`src/rtl/dinl_pkg.sv`:
```
// Shared constants and state encoding for the DINL correction load path.
// Chains 0..R1_CHAIN_BASE-1 feed RITC half R0, the rest feed R1.
package dinl_pkg;

  localparam int NCHAINS       = 32;
  localparam int CHAIN_LEN     = 32;
  localparam int ADDR_BITS     = 5;
  localparam int R1_CHAIN_BASE = 16;

  typedef enum logic [1:0] {
    ST_IDLE  = 2'd0,
    ST_ARMED = 2'd1,
    ST_SHIFT = 2'd2,
    ST_DONE  = 2'd3
  } dinl_state_e;

endpackage

```
`src/rtl/dinl_column_buffer.sv`:
```
// Column staging RAM: one NCHAINS-wide column per address, registered read.
// The read register clears when not reading so the serial data idles at zero.
module dinl_column_buffer
  import dinl_pkg::*;
(
  input  logic                 clk_i,
  input  logic                 rst_n_i,
  input  logic                 wr_en_i,
  input  logic [ADDR_BITS-1:0] wr_addr_i,
  input  logic [NCHAINS-1:0]   wr_data_i,
  input  logic                 rd_en_i,
  input  logic [ADDR_BITS-1:0] rd_addr_i,
  output logic [NCHAINS-1:0]   rd_data_o
);

  logic [NCHAINS-1:0] mem_q [CHAIN_LEN];
  logic [NCHAINS-1:0] rd_data_q;

  // Storage is deliberately unreset so it maps onto distributed RAM.
  always_ff @(posedge clk_i) begin
    if (wr_en_i) begin
      mem_q[wr_addr_i] <= wr_data_i;
    end
  end

  always_ff @(posedge clk_i or negedge rst_n_i) begin
    if (!rst_n_i) begin
      rd_data_q <= '0;
    end else if (rd_en_i) begin
      rd_data_q <= mem_q[rd_addr_i];
    end else begin
      rd_data_q <= '0;
    end
  end

  assign rd_data_o = rd_data_q;

endmodule

```
`src/rtl/dinl_coeff_loader.sv`:
```
// DINL LUT chain loader: stages columns, waits for sync, then shifts all
// CHAIN_LEN columns out MSB-column-first on dinl_cdi/dinl_ce.
module dinl_coeff_loader
  import dinl_pkg::*;
(
  input  logic                 sysclk_i,
  input  logic                 rst_n_i,
  input  logic                 sync_i,
  input  logic                 wr_i,
  input  logic [ADDR_BITS-1:0] addr_i,
  input  logic [NCHAINS-1:0]   dat_i,
  input  logic                 start_i,
  input  logic                 abort_i,
  output logic                 busy_o,
  output logic                 done_o,
  output logic                 err_o,
  output logic [NCHAINS-1:0]   dinl_cdi_o,
  output logic                 dinl_ce_o
);

  localparam logic [ADDR_BITS-1:0] PTR_LAST = ADDR_BITS'(CHAIN_LEN - 1);
  localparam logic [ADDR_BITS-1:0] PTR_ONE  = ADDR_BITS'(1);

  dinl_state_e          state_q, state_d;
  logic [ADDR_BITS-1:0] ptr_q, ptr_d;
  logic                 ce_q, ce_d;
  logic                 busy_q, busy_d;
  logic                 done_q, done_d;
  logic                 err_q, err_d;
  logic                 buf_wr;
  logic                 buf_rd;
  logic [NCHAINS-1:0]   buf_rd_data;

  dinl_column_buffer u_buf (
    .clk_i     (sysclk_i),
    .rst_n_i   (rst_n_i),
    .wr_en_i   (buf_wr),
    .wr_addr_i (addr_i),
    .wr_data_i (dat_i),
    .rd_en_i   (buf_rd),
    .rd_addr_i (ptr_q),
    .rd_data_o (buf_rd_data)
  );

  always_ff @(posedge sysclk_i or negedge rst_n_i) begin
    if (!rst_n_i) begin
      state_q <= ST_IDLE;
      ptr_q   <= '0;
      ce_q    <= 1'b0;
      busy_q  <= 1'b0;
      done_q  <= 1'b0;
      err_q   <= 1'b0;
    end else begin
      state_q <= state_d;
      ptr_q   <= ptr_d;
      ce_q    <= ce_d;
      busy_q  <= busy_d;
      done_q  <= done_d;
      err_q   <= err_d;
    end
  end

  always_comb begin
    state_d = state_q;
    ptr_d   = ptr_q;
    err_d   = err_q;
    buf_wr  = 1'b0;
    buf_rd  = 1'b0;

    unique case (state_q)
      ST_IDLE: begin
        buf_wr = wr_i;
        if (start_i) begin
          state_d = ST_ARMED;
          err_d   = 1'b0;
        end
      end
      ST_ARMED: begin
        if (wr_i) begin
          err_d = 1'b1;
        end
        if (sync_i) begin
          state_d = ST_SHIFT;
          ptr_d   = PTR_LAST;
        end
      end
      ST_SHIFT: begin
        buf_rd = 1'b1;
        if (wr_i) begin
          err_d = 1'b1;
        end
        // Column 0 is the last one; stop there rather than wrapping.
        if (ptr_q == '0) begin
          state_d = ST_DONE;
        end else begin
          ptr_d = ptr_q - PTR_ONE;
        end
      end
      ST_DONE: begin
        buf_wr  = wr_i;
        state_d = ST_IDLE;
      end
      default: state_d = ST_IDLE;
    endcase

    // Abort wins over everything else issued in the same cycle.
    if (abort_i) begin
      state_d = ST_IDLE;
      ptr_d   = ptr_q;
      err_d   = err_q;
      buf_wr  = 1'b0;
      buf_rd  = 1'b0;
    end
  end

  // The buffer read lags the pointer by one cycle, so ce lags SHIFT equally.
  assign ce_d   = (state_q == ST_SHIFT) && !abort_i;
  assign done_d = (state_q == ST_DONE) && !abort_i;
  assign busy_d = (state_d != ST_IDLE);

  assign busy_o     = busy_q;
  assign done_o     = done_q;
  assign err_o      = err_q;
  assign dinl_ce_o  = ce_q;
  assign dinl_cdi_o = buf_rd_data;

endmodule

```
`config.mk`:
```
export PLATFORM = sky130hd
export DESIGN_NAME = dinl_coeff_loader
export DESIGN_NICKNAME = d
export VERILOG_FILES = /design/src/rtl/dinl_pkg.sv /design/src/rtl/dinl_column_buffer.sv /design/src/rtl/dinl_coeff_loader.sv
export SDC_FILE = /design/constraint.sdc
export NUM_CORES = 1
export LEC_CHECK = 0
export CORE_UTILIZATION = 30
export DETAILED_ROUTE_END_ITERATION = 6
export DONT_BUFFER_PORTS = 1
export GPL_TIMING_DRIVEN = 0
export SLEW_MARGIN = 20
export SYNTH_ARGS = -nofsm -noshare
export SYNTH_HDL_FRONTEND = slang
export SYNTH_SLANG_ARGS = --single-unit
```
`constraint.sdc`:
```
create_clock -name sysclk_i -period 7.08 [get_ports sysclk_i]
set_input_delay 1.062 -clock sysclk_i [delete_from_list [all_inputs] [get_ports sysclk_i]]
set_output_delay 1.062 -clock sysclk_i [all_outputs]
set_load 0.01 [all_outputs]
```
**Yosys cells after proc, flatten, opt, wreduce, memory -nomap -nowiden**

Memories as Yosys holds them, arrays and structs flattened.
Cells that the tools add are included.
W data, S select, Z words.

- Register bits: 43
- RAM bits: 1024
- Input bits: 43
- Output and inout bits: 36
- Memories kept: 1

- Add/subtract/negate cells: 1
- Eq/ne operators: 7
- Multiplexer cells: 18
- Bitwise logic cells: 1
- Reductions and logical operators: 12

Memory list:

| memory | words | width | rd ports | clocked after Yosys merged registers in | wr ports | RTL line | RTL |
|---|---|---|---|---|---|---|---|
| u_buf.mem_q | 32 | 32 | 1 | 0 | 1 | dinl_column_buffer.sv:16 | `logic [NCHAINS-1:0] mem_q [CHAIN_LEN];` |

Operators with widths:

| kind | number |
|---|---|
| $mux W32 | 1 |
| $mux W5 | 2 |
| $pmux W5 S2 | 1 |
| $mux W1 | 8 |
| $mux W2 | 4 |
| $pmux W2 S4 | 1 |
| $reduce_and A4 Y1 | 2 |
| $ne A2 B2 Y1 const B | 3 |
| $reduce_bool A2 Y1 | 3 |
| $logic_not A5 Y1 | 1 |
| $sub A5 B1 Y5 const B | 1 |
| $eq A2 B2 Y1 const B | 2 |
| $reduce_or A2 Y1 | 2 |
| $eq A2 B1 Y1 const B | 1 |
| $logic_and A1 B1 Y1 | 2 |
| $logic_not A2 Y1 | 1 |
| $ne A2 B1 Y1 const B | 1 |
| $pmux W1 S2 | 1 |
| $logic_not A1 Y1 | 1 |
| $not A1 Y1 | 1 |

**Longest topological paths before layout**

Gate-level depths: netlist of run 1.

- Word-level depth: 6
- Depth in mapped cells: 11

**Modules after synthesis**

Synthesis of run 1 repeated with hierarchy kept, for this count alone.

- Cells, all modules: 1794
- Area total of the unflattened synthesis: 40656.5 µm²

By module, submodules not included:

| module | instances | cells each | area each (µm²) |
|---|---|---|---|
| dinl_column_buffer | 1 | 1730 | 39959.6 |
| dinl_coeff_loader | 1 | 64 | 696.9 |

**Worst setup path after synthesis of run 1**

No wires, ideal clock.

- Path kind: input to register
- Start point: in abort_i
- End point: mem u_buf.mem_q[12][0], enable pin
- Setup time: 0.421 ns
- Arrival: 3.053 ns
- Required time: 6.659 ns
- Path slack: 3.606 ns
- Stages: 4
- Path buffers: 1
- Path through: nor4b_1 > nand2b_1 > clkbuf_1 > nor2_1

- Cells in the longest elaborated chain, start to end: 3

Ends and longest elaborated chain:

| element | RTL line | RTL |
|---|---|---|
| start: declaration | dinl_coeff_loader.sv:13 | `input logic abort_i,` |
| $mux W1 | dinl_coeff_loader.sv:107 | `if (abort_i) begin` |
| $mux W1 | dinl_column_buffer.sv:21 | `if (wr_en_i) begin` |
| $mux W1 (not written as such) | dinl_column_buffer.sv:22 | `mem_q[wr_addr_i] <= wr_data_i;` |
| end: declaration | dinl_column_buffer.sv:16 |  |

Every way passes these cells.

**Worst setup path in the final report of run 1**

- Start point: reg state_q[1]
- End point: mem u_buf.mem_q[5][17], enable pin

- Cells in the longest elaborated chain, start to end: 6

Ends and longest elaborated chain:

| element | RTL line | RTL |
|---|---|---|
| start: declaration | dinl_coeff_loader.sv:24 | `dinl_state_e state_q, state_d;` |
| start signal: assignment | dinl_coeff_loader.sv:54 | `state_q <= state_d;` |
| $eq A2 B2 Y1 / $logic_not A2 Y1 (equally long branches) | dinl_coeff_loader.sv:70 | `unique case (state_q)` |
| $reduce_or A2 Y1 (no source line) (*) | -- |  |
| $mux W1 (*) | dinl_coeff_loader.sv:70 |  |
| $mux W1 (*) | dinl_coeff_loader.sv:107 |  |
| $mux W1 (*) | dinl_column_buffer.sv:21 |  |
| $mux W1 (not written as such) (*) | dinl_column_buffer.sv:22 |  |

Mark *: on every way between the ends. The rest lies on a longest branch, timed or not.

==> results.md, run 1 <==
* Status: complete, no violations
* Clock tree buffer depth at 3
* CP peak stage delay at 0.78 ns
* Cell Chain, Critical Path: inv_1 -> ha_1 -> nor4b_1 -> nand2_1 -> nor2_4 -> buf_12
* Syn-to-layout area delta at 15.91%
* Initial antenna violation count at 7
* Final hold vios at 0
* Num Clock Sinks at 1067
* Fin nets at 2207
* Starting density of the core at 30.29%
* Final Cycle Share at 48.62%
* Routed WL at 106.1 mm
* DR pass1 iterations at 5
* Hold WC Path Type: in2async
* Fin worst setup slack at 3.638 ns
* Crit-path leading delay family: simple AND/OR/NAND/NOR gates
* Setup Crit Path Kind: reg2reg
* Initial DRC Count at 2551
* Type of origin of the critical path: flip-flop
* Number of global-route vias before repair at 21059
* I/O pin total at 79
* Post-synthesis cell type count at 52
* Setup TNS at 0 ns
* RSZ-0062 raised after global routing: false
* Vias/cell at 5.162
* PostCTS Resize Cnt at 0
* Clock skew at 0.01964 ns
* Worst slew pin tran at 1.116 ns
* # rows at 135
* Die height at 372.3 um
* Synthesized flop and latch total at 1067
* GP Congestion at 0.8747
* Clock-pin slew on the worst setup and hold paths at 0.07 ns
* Avg Inst Size Synth at 20.34 um^2
* Total GRT Usage at 15.29%
* Diode count at 0
* GR Util met1 at 21.01%
* Setup bufs post-CTS at 0
* Multi-input combinational cell area at 8768 um^2
* Vias at 20751
* Crit path max fanout at 18
* Peak supply drop at 0.0001976 V
* Number of flops mapped to enable cells by yosys at 1024
* First-pass GRT wire length at 151.1 mm
* Rel. slew slack at 25.63%
* Core footprint at 135800 um^2
* Mapped Cells at 2023
* Total gr overflow at 0
* Worst EP arrival at 3.81 ns
* Synth top area share at 74.74%
* Setup slack, reg-to-reg at 3.64 ns
* Grt met2 use at 23.68%
* Cell taking the most area after synthesis: edfxtp_1
* Post-CTS Hold Buffers at 0
* Post-DRT Antenna Nets at 0
* Wire length per cell at 26.40 um
* Clk Latency, worst-skew pair at 0.68 ns
* Die area at 138600 um^2
* Synthesized Nets at 2073
* Root Driver: clkbuf_16
* Final Slew Violations at 0
* Area contributors post-synth: edfxtp_1 (75%), mux4_2 (9.6%), mux2i_1 (3.9%)
* Worst slack at placement at 3.563 ns
* Port bufs at 0
* Most frequent cell after synthesis: edfxtp_1
* Post-DP HPWL at 71.09 mm
* Min Tclk post-route at 3.442 ns
* Post-Syn Area at 41140 um^2
* Largest net degree at the start of global routing at 44
* WP data required at 7.45 ns
* Global route hottest layer: met2
* P_leak at 16.00 nW
* Grt met3 use at 3.823%
* Fillers at 12534
* Non-filler cells, final at 4020
* Share of layout cells above drive strength 1 at 21.62%
* Die X-Extent at 372.3 um
* Max Cap Violations at 0
* Setup-failing EPs final at 0
* Top post-synthesis cells by count: edfxtp_1 (1024), mux4_2 (175), nor2_1 (173), mux2i_1 (161), o22ai_1 (52)
* Synth Flop Type: edfxtp_1
* Worst Setup End Kind: flip-flop
* Buffers & Inverters on Critical Path at 2
* Sequential cell area at 31830 um^2
* Slowest CP cell: nor2_4
* DP Cell Count at 3839
* Fmax achieved at 290.5 MHz
* CTS tree: done
* Num CTS Buffers at 97
* Synthesis Warnings at 0
* Asr flop ratio synth at 4.030%
* Drc violations at 0
* Register area share after synthesis at 77.36%
* H-Tree Depth at 3
* Cell Pwr Density at 294.2 nW/um^2
worst paths after layout:
| kind | from | endpoint | cells after the start |
|---|---|---|---|
| min reg2reg | err_o | err_o | 2 |
| max reg2reg | state_q[1] | u_buf.mem_q[5][17] | 6 |
| min | rst_n_i | u_buf.rd_data_o[6] | 0 |
| min in group sysclk_i | abort_i | done_o | 1 |
| max | state_q[1] | u_buf.mem_q[5][17] | 6 |
| max in group asynchronous | rst_n_i | u_buf.rd_data_o[11] | 0 |
per-stage QoR:
stage / total power [W] / hold slack [ns] / utilization, % / area (um^2)
2_1_floorplan: 0.008269 / 0.5546 / - / 41140
3_3_place_gp: 0.008691 / 0.6027 / 31.93 / 43370
5_1_grt: 0.01441 / 0.04205 / 35.11 / 47680
4_1_cts: 0.01410 / 0.03229 / 35.11 / 47680
6_report: 0.01403 / 0.08006 / 35.11 / 47680
3_5_place_dp: 0.008722 / 0.5956 / 32.66 / 44360
flip-flops by register name (all words and copies together) (netlist names):
signal	count
dinl_ce_o	1
err_o	1
done_o	1
ptr_q	5
busy_o	1
u_buf.mem_q	1024
u_buf.rd_data_o	32
state_q	2
cell type report:
cell class                      count  share of cell area [%]
Sequential cell                  1067                   66.74
Multi-Input combinational cell    838                   18.39
Clock buffer                      136                   6.033
Tap cell                         1781                   4.673
Buffer                            108                   1.580
Timing Repair Buffer               35                   1.564
Clock inverter                     45                  0.9394
Inverter                           10                 0.07872
layer usage:
| metal | part of all wire, % | up-vias |
|---|---|---|
| met2 | 46 | 1032 |
| met5 | 0.025 | - |
| li1 | - | 8557 |
| met4 | 2.9 | 4 |
| met1 | 41 | 10982 |
| met3 | 10 | 176 |
logic make-up after synthesis:
logic type      Yosys count  synth area share [%]
flops                  1067                 77.36
mux                     352                 13.94
simple gates            265                 2.816
compound gates          214                 3.753
buf+inv                 118                 1.922
fa+ha+maj                 7                0.2129
layout by cell type, fill, tap and decap left out, drive strengths merged, types with 5 or more instances in the layout:
| master | netlist | layout |
|---|---|---|
| edfxtp | 1024 | 1024 |
| mux4 | 175 | 175 |
| nor2 | 173 | 173 |
| clkbuf | 32 | 168 |
| mux2i | 161 | 161 |
| buf | 76 | 111 |
| o22ai | 52 | 52 |
| dfrtp | 43 | 43 |
| a21oi | 42 | 42 |
| a22oi | 34 | 34 |
| nand2 | 32 | 32 |
| clkinv | 1 | 32 |
| a211o | 31 | 31 |
| nor3 | 23 | 23 |
| mux2 | 16 | 16 |
| a221oi | 13 | 13 |
| inv | 9 | 13 |
| o21ai | 10 | 10 |
| and2 | 9 | 9 |
| bufinv | 0 | 9 |
| o221ai | 9 | 9 |
| a32oi | 8 | 8 |
| ha | 7 | 7 |
| a211oi | 6 | 6 |
| nand2b | 5 | 5 |
| nand3 | 5 | 5 |
power breakdown:
group	switching, W	internal (W)	total, W
Combinational	0.000878	0.000728	0.00161
Sequential	0.0000204	0.00696	0.00698
Clock	0.00229	0.00316	0.00545
worst reg2reg max path, delay by kind of cell (launching register included):
family        cells  cell delay, ns
simple gates      3            1.89
fa+ha+maj         1            0.34
buf+inv           2            0.40
flops             1            0.46
No activity file was read; power rests on OpenSTA's default activity.
==> run 2, diff against run 1 <==
==> constraint.sdc (replaced) <==
create_clock -name sysclk_i -period 3.52 [get_ports sysclk_i]
set_input_delay 0.528 -clock sysclk_i [delete_from_list [all_inputs] [get_ports sysclk_i]]
set_output_delay 0.528 -clock sysclk_i [all_outputs]
set_load 0.01 [all_outputs]
==> run 2 against run 1 <==
  * Worst hold slack got worse by 0.025 ns
  * Die area unchanged
  * Fmax grew 0.92%
  * First-iteration DRC count rose by 5.9%
  * Register-to-register slack lost 3.5 ns
  * Cell area up 1.4%
  * Clock skew shrank 0.0012 ns
  * Critical endpoint is now u_buf.mem_q[0][25]
  * Largest cell class unchanged
  * Highest routed layer unchanged
==> results.md, run 2 (synthesized netlist as in run 1, its figures left out) <==
* Worst Setup SP: state_q[1]
* DR pass1 iterations at 5
* RR Startpoint: state_q[1]
* Type of origin of the critical path: flip-flop
* Total gr overflow at 0
* Die height at 372.3 um
* Fin nets at 2248
* Peak supply drop at 0.0003957 V
* Worst hold slack at 0.05462 ns
* Drc violations at 0
* Post-DRT Antenna Nets at 0
* WP data required at 3.89 ns
* Setup-failing EPs final at 0
* Clock skew at 0.01849 ns
* Initial DRC Count at 2701
* Slowest CP cell: nor2_4
* CP peak stage delay at 0.80 ns
* Min Tclk post-route at 3.411 ns
* Fmax achieved at 293.2 MHz
* Final Slew Violations at 0
* Vias at 20884
* Wire length per cell at 26.24 um
* Worst EP arrival at 3.78 ns
* Num Clock Sinks at 1067
* Total GRT Usage at 15.35%
* Final Util at 35.59%
* I/O pin total at 79
* Crit path max fanout at 17
* Most common cell after layout, fill and taps aside: edfxtp_1
* Share of layout cells above drive strength 1 at 22.81%
* Min-delay src: wr_i
* Cell Chain, Critical Path: inv_1 -> ha_1 -> nor4b_1 -> nand2b_1 -> clkbuf_1 -> nor2_4 -> buf_16
* Max reg flops at 1024
* Worst Setup End Kind: flip-flop
* Largest net degree at the start of global routing at 44
* Setup Crit Path Kind: reg2reg
* First-pass GRT wire length at 151.9 mm
* Die area at 138600 um^2
* Non-filler cells, final at 4061
* Die X-Extent at 372.3 um
* Port bufs at 0
* Num CTS Buffers at 97
* Number of global-route vias before repair at 21159
* Post-DP Area at 44360 um^2
* Buffers & Inverters on Critical Path at 3
* # rows at 135
* CTS tree: done
* Status: complete, no violations
* Crit-path leading delay family: simple AND/OR/NAND/NOR gates
* Vias/cell at 5.143
* Total power draw at 0.02847 W
* H-Tree Depth at 3
* Worst slew pin tran at 1.110 ns
* Routed WL at 106.6 mm
* Max Cap Violations at 0
* Initial antenna violation count at 7
* Root Driver: clkbuf_16
* Clk Latency, worst-skew pair at 0.68 ns
* Commonest non-fill, non-tap cells in the layout: edfxtp_1 (1024), mux4_2 (175), mux2i_1 (161)
* Starting density of the core at 30.29%
* Post-DP HPWL at 71.09 mm
* DP Cell Count at 3839
* Rel. slew slack at 26.02%
* Final Cycle Share at 96.90%
* RSZ-0062 raised after global routing: false
* Final hold vios at 0
* Clock tree buffer depth at 3
* P_leak at 16.31 nW
* Cell Pwr Density at 589.0 nW/um^2
* GP Congestion at 0.8747
* Cell area after layout at 48330 um^2
* Diode count at 0
* Clock-pin slew on the worst setup and hold paths at 0.07 ns
* Hold WC Path Type: in2reg
* Syn-to-layout area delta at 17.48%
* Core footprint at 135800 um^2
* Biggest register: u_buf.mem_q
## run 2: cell count changes in the layout (fill, tap and decap cells not counted)
cell	previous run	this run
buf_12	32	58
buf_16	6	7
buf_2	26	33
buf_4	12	14
dlygate4sd3_1	0	5
## run 2: final cells by class
type / count / area [um^2]
inverters: 10 / 37.54
well taps: 1781 / 2228
clock inverters: 45 / 447.9
multi-input cells: 838 / 8768
fillers: 12484 / 87470
plain buffers: 108 / 753.2
clock buffers: 136 / 2877
flip-flops and latches: 1067 / 31830
repair buffers: 76 / 1394
## run 2: worst reg2reg max path, cell delays in order, from the launching register on
cell and delay [ns]:
dfrtp_1 0.47, inv_1 0.13, ha_1 0.33, nor4b_1 0.52, nand2b_1 0.10, clkbuf_1 0.46
nor2_4 0.80, buf_16 0.26
## run 2: per-stage QoR
step | setup WS, ns | setup TNS [ns]
global route | 0.01028 | 0
finish | 0.1090 | 0
CTS | 0.1258 | 0
detailed placement | 0.1716 | 0
floorplan | 0.3315 | 0
global placement | -1.601 | -1455.92
## run 2: repair_timing
action,4_1_cts,5_1_grt
endpoints found under the setup margin,0,31
gates resized for setup,0,0
hold buffers,35,0
setup buffers,0,6
endpoints found under the hold margin,1070,0
## run 2: worst paths after layout
path / to / slack [ns] / cells after the start
hold / removal: err_o / 0.05 / 2
min in group asynchronous: u_buf.rd_data_o[6] / 0.38 / 2
setup reg to reg: u_buf.mem_q[0][25] / 0.11 / 7
max in group asynchronous: u_buf.rd_data_o[11] / 2.87 / 2
hold reg to reg: err_o / 0.62 / 2
setup / recovery: u_buf.mem_q[0][25] / 0.11 / 7
## run 2: report_power, final
part | total [W] | switching [W] | internal [W] | leakage (nW)
clock network | 0.0109 | 0.00459 | 0.00636 | 1.64
logic | 0.00349 | 0.00196 | 0.00153 | 4.90
registers | 0.0140 | 0.0000413 | 0.0140 | 9.78
total | 0.0285 | 0.00659 | 0.0219 | 16.3
## run 2: metal layers
metal	global-route usage (%)	part of all wire, %
met1	21.24	42
met2	23.88	46
met3	3.531	9.3
met4	4.867	3.0
met5	0	0.025
==> run 3, diff against run 2 <==
==> constraint.sdc (replaced) <==
create_clock -name sysclk_i -period 3.5 [get_ports sysclk_i]
set_input_delay 0.525 -clock sysclk_i [delete_from_list [all_inputs] [get_ports sysclk_i]]
set_output_delay 0.525 -clock sysclk_i [all_outputs]
set_load 0.01 [all_outputs]
==> run 3 against run 2 <==
  * Setup slack worse by 0.013 ns
  * Worst hold slack worse by 0.0030 ns
  * Fmax up 0.20%
  * Sequential cell count unchanged
  * First-iteration DRC count down 1.9%
  * Non-clock buffer count up 9
  * Clock power about the same
  * Critical path depth down 1
  * Register-to-register slack about the same
==> results.md, run 3 (synthesized netlist as in run 1, its figures left out) <==
* CTS tree: done
* DP Cell Count at 3839
* Cell Pwr Density at 591.0 nW/um^2
* Num Clock Sinks at 1067
* # rows at 135
* Worst slew pin tran at 1.123 ns
* Fmax achieved at 293.8 MHz
* WP data required at 3.86 ns
* Biggest register: u_buf.mem_q
* Vias at 20921
* Fin nets at 2257
* Final Slew Violations at 0
* Min Tclk post-route at 3.404 ns
* Number of global-route vias before repair at 21159
* Buffers & Inverters on Critical Path at 2
* Largest net degree at the start of global routing at 44
* Share of layout cells above drive strength 1 at 23.11%
* Setup Crit Path Kind: reg2reg
* Fillers at 12467
* Die X-Extent at 372.3 um
* Total gr overflow at 0
* Initial antenna violation count at 7
* Routed WL at 106.7 mm
* Port bufs at 0
* I/O pin total at 79
* CP peak stage delay at 0.71 ns
* Core footprint at 135800 um^2
* Crit-path leading delay family: simple AND/OR/NAND/NOR gates
* Post-DRT Antenna Nets at 0
* Depth of the worst hold-timing path at 2
* GP Congestion at 0.8747
* Slowest CP cell: nor2_4
* RSZ-0062 raised after global routing: false
* Reg2reg end: u_buf.mem_q[9][25]
* Total GRT Usage at 15.35%
* Vias/cell at 5.140
* Crit path max fanout at 19
* DR pass1 iterations at 5
* Hold WC Path Type: in2reg
* Worst Setup SP: state_q[1]
* Setup-failing EPs final at 0
* Commonest non-fill, non-tap cells in the layout: edfxtp_1 (1024), mux4_2 (175), mux2i_1 (161)
* RR Startpoint: state_q[1]
* Worst-case reg-to-reg path depth at 6
* Total power draw at 0.02862 W
* H-Tree Depth at 3
* Drc violations at 0
* Critical path depth at 6
* First-pass GRT wire length at 151.9 mm
* Initial DRC Count at 2650
* Clock skew at 0.01765 ns
* Clock-pin slew on the worst setup and hold paths at 0.07 ns
* Final hold vios at 0
* Starting density of the core at 30.29%
* Wire length per cell at 26.21 um
* Rel. slew slack at 24.88%
* Setup slack, reg-to-reg at 0.1 ns
* P_leak at 16.37 nW
* Root Driver: clkbuf_16
* Max Cap Violations at 0
* Clk Latency, worst-skew pair at 0.68 ns
* Type of origin of the critical path: flip-flop
* Cell Chain, Critical Path: inv_1 -> ha_1 -> nor4b_1 -> nand2_1 -> nor2_4 -> buf_12
* Post-DP HPWL at 71.09 mm
* Peak supply drop at 0.0003949 V
* Final Cycle Share at 97.26%
* Diode count at 0
* Die area at 138600 um^2
* Worst setup endpoint: u_buf.mem_q[9][25]
* Most common cell after layout, fill and taps aside: edfxtp_1
* Non-filler cells, final at 4070
* Clock tree buffer depth at 3
* Num CTS Buffers at 97
* Syn-to-layout area delta at 17.74%
* Worst Setup End Kind: flip-flop
* Worst EP arrival at 3.77 ns
* Status: complete, no violations
* Die height at 372.3 um
* Max reg flops at 1024
-- run 3: cell count changes in the layout (fill, tap and decap cells not counted), sizes merged --
cell	delta
buf	+9
-- run 3: layout make-up --
class,instances,area (um^2),area share (%)
buffer,108,753.2,1.555
clock buffer,136,2877,5.939
clock inverter,45,447.9,0.9248
inverter,10,37.54,0.07750
multi-input combinational,838,8768,18.10
sequential,1067,31830,65.71
tap,1781,2228,4.601
timing repair buffer,85,1499,3.095
-- run 3: per-layer routing --
layer / up-vias / GRT usage, % / wire length [um]
met5: - / 0 / 27
met4: 4 / 4.867 / 3129
met3: 177 / 3.531 / 9702
met2: 994 / 23.88 / 49190
met1: 11075 / 21.24 / 44610
li1: 8671 / - / -
-- run 3: what timing repair did --
action | 4_1_cts | 5_1_grt
endpoints found under the hold margin | 1070 | 0
setup buffers | 0 | 15
gates resized for setup | 0 | 0
setup endpoints to repair | 0 | 55
hold buffers | 35 | 0
-- run 3: worst min path at each step --
stage,start,end,slack [ns]
after floorplan,rst_n_i,busy_o,0.23
after global placement,rst_n_i,u_buf.rd_data_o[12],0.23
after detailed placement,rst_n_i,u_buf.rd_data_o[31],0.23
after CTS,wr_i,err_o,0.008
after global routing,wr_i,err_o,0.04
final,wr_i,err_o,0.05
-- run 3: power breakdown --
part | switching [W] | leakage [nW] | total, W | internal (W)
registers | 0.0000414 | 9.78 | 0.0141 | 0.0141
logic | 0.00197 | 4.95 | 0.00351 | 0.00154
clock network | 0.00461 | 1.64 | 0.0110 | 0.00640
-- run 3: per-stage QoR --
| stage | hold slack, ns | TNS (ns) | util [%] | worst slack [ns] | cell area (um^2) |
|---|---|---|---|---|---|
| after floorplan | 0.2294 | 0 | - | 0.3115 | 41140 |
| after global placement | 0.2305 | -1476.40 | 31.93 | -1.621 | 43370 |
| after global routing | 0.04226 | 0 | 35.67 | 0.005744 | 48440 |
| after CTS | 0.007620 | 0 | 35.54 | 0.1058 | 48270 |
| final | 0.05161 | 0 | 35.67 | 0.09590 | 48440 |
| after detailed placement | 0.2304 | 0 | 32.66 | 0.1516 | 44360 |
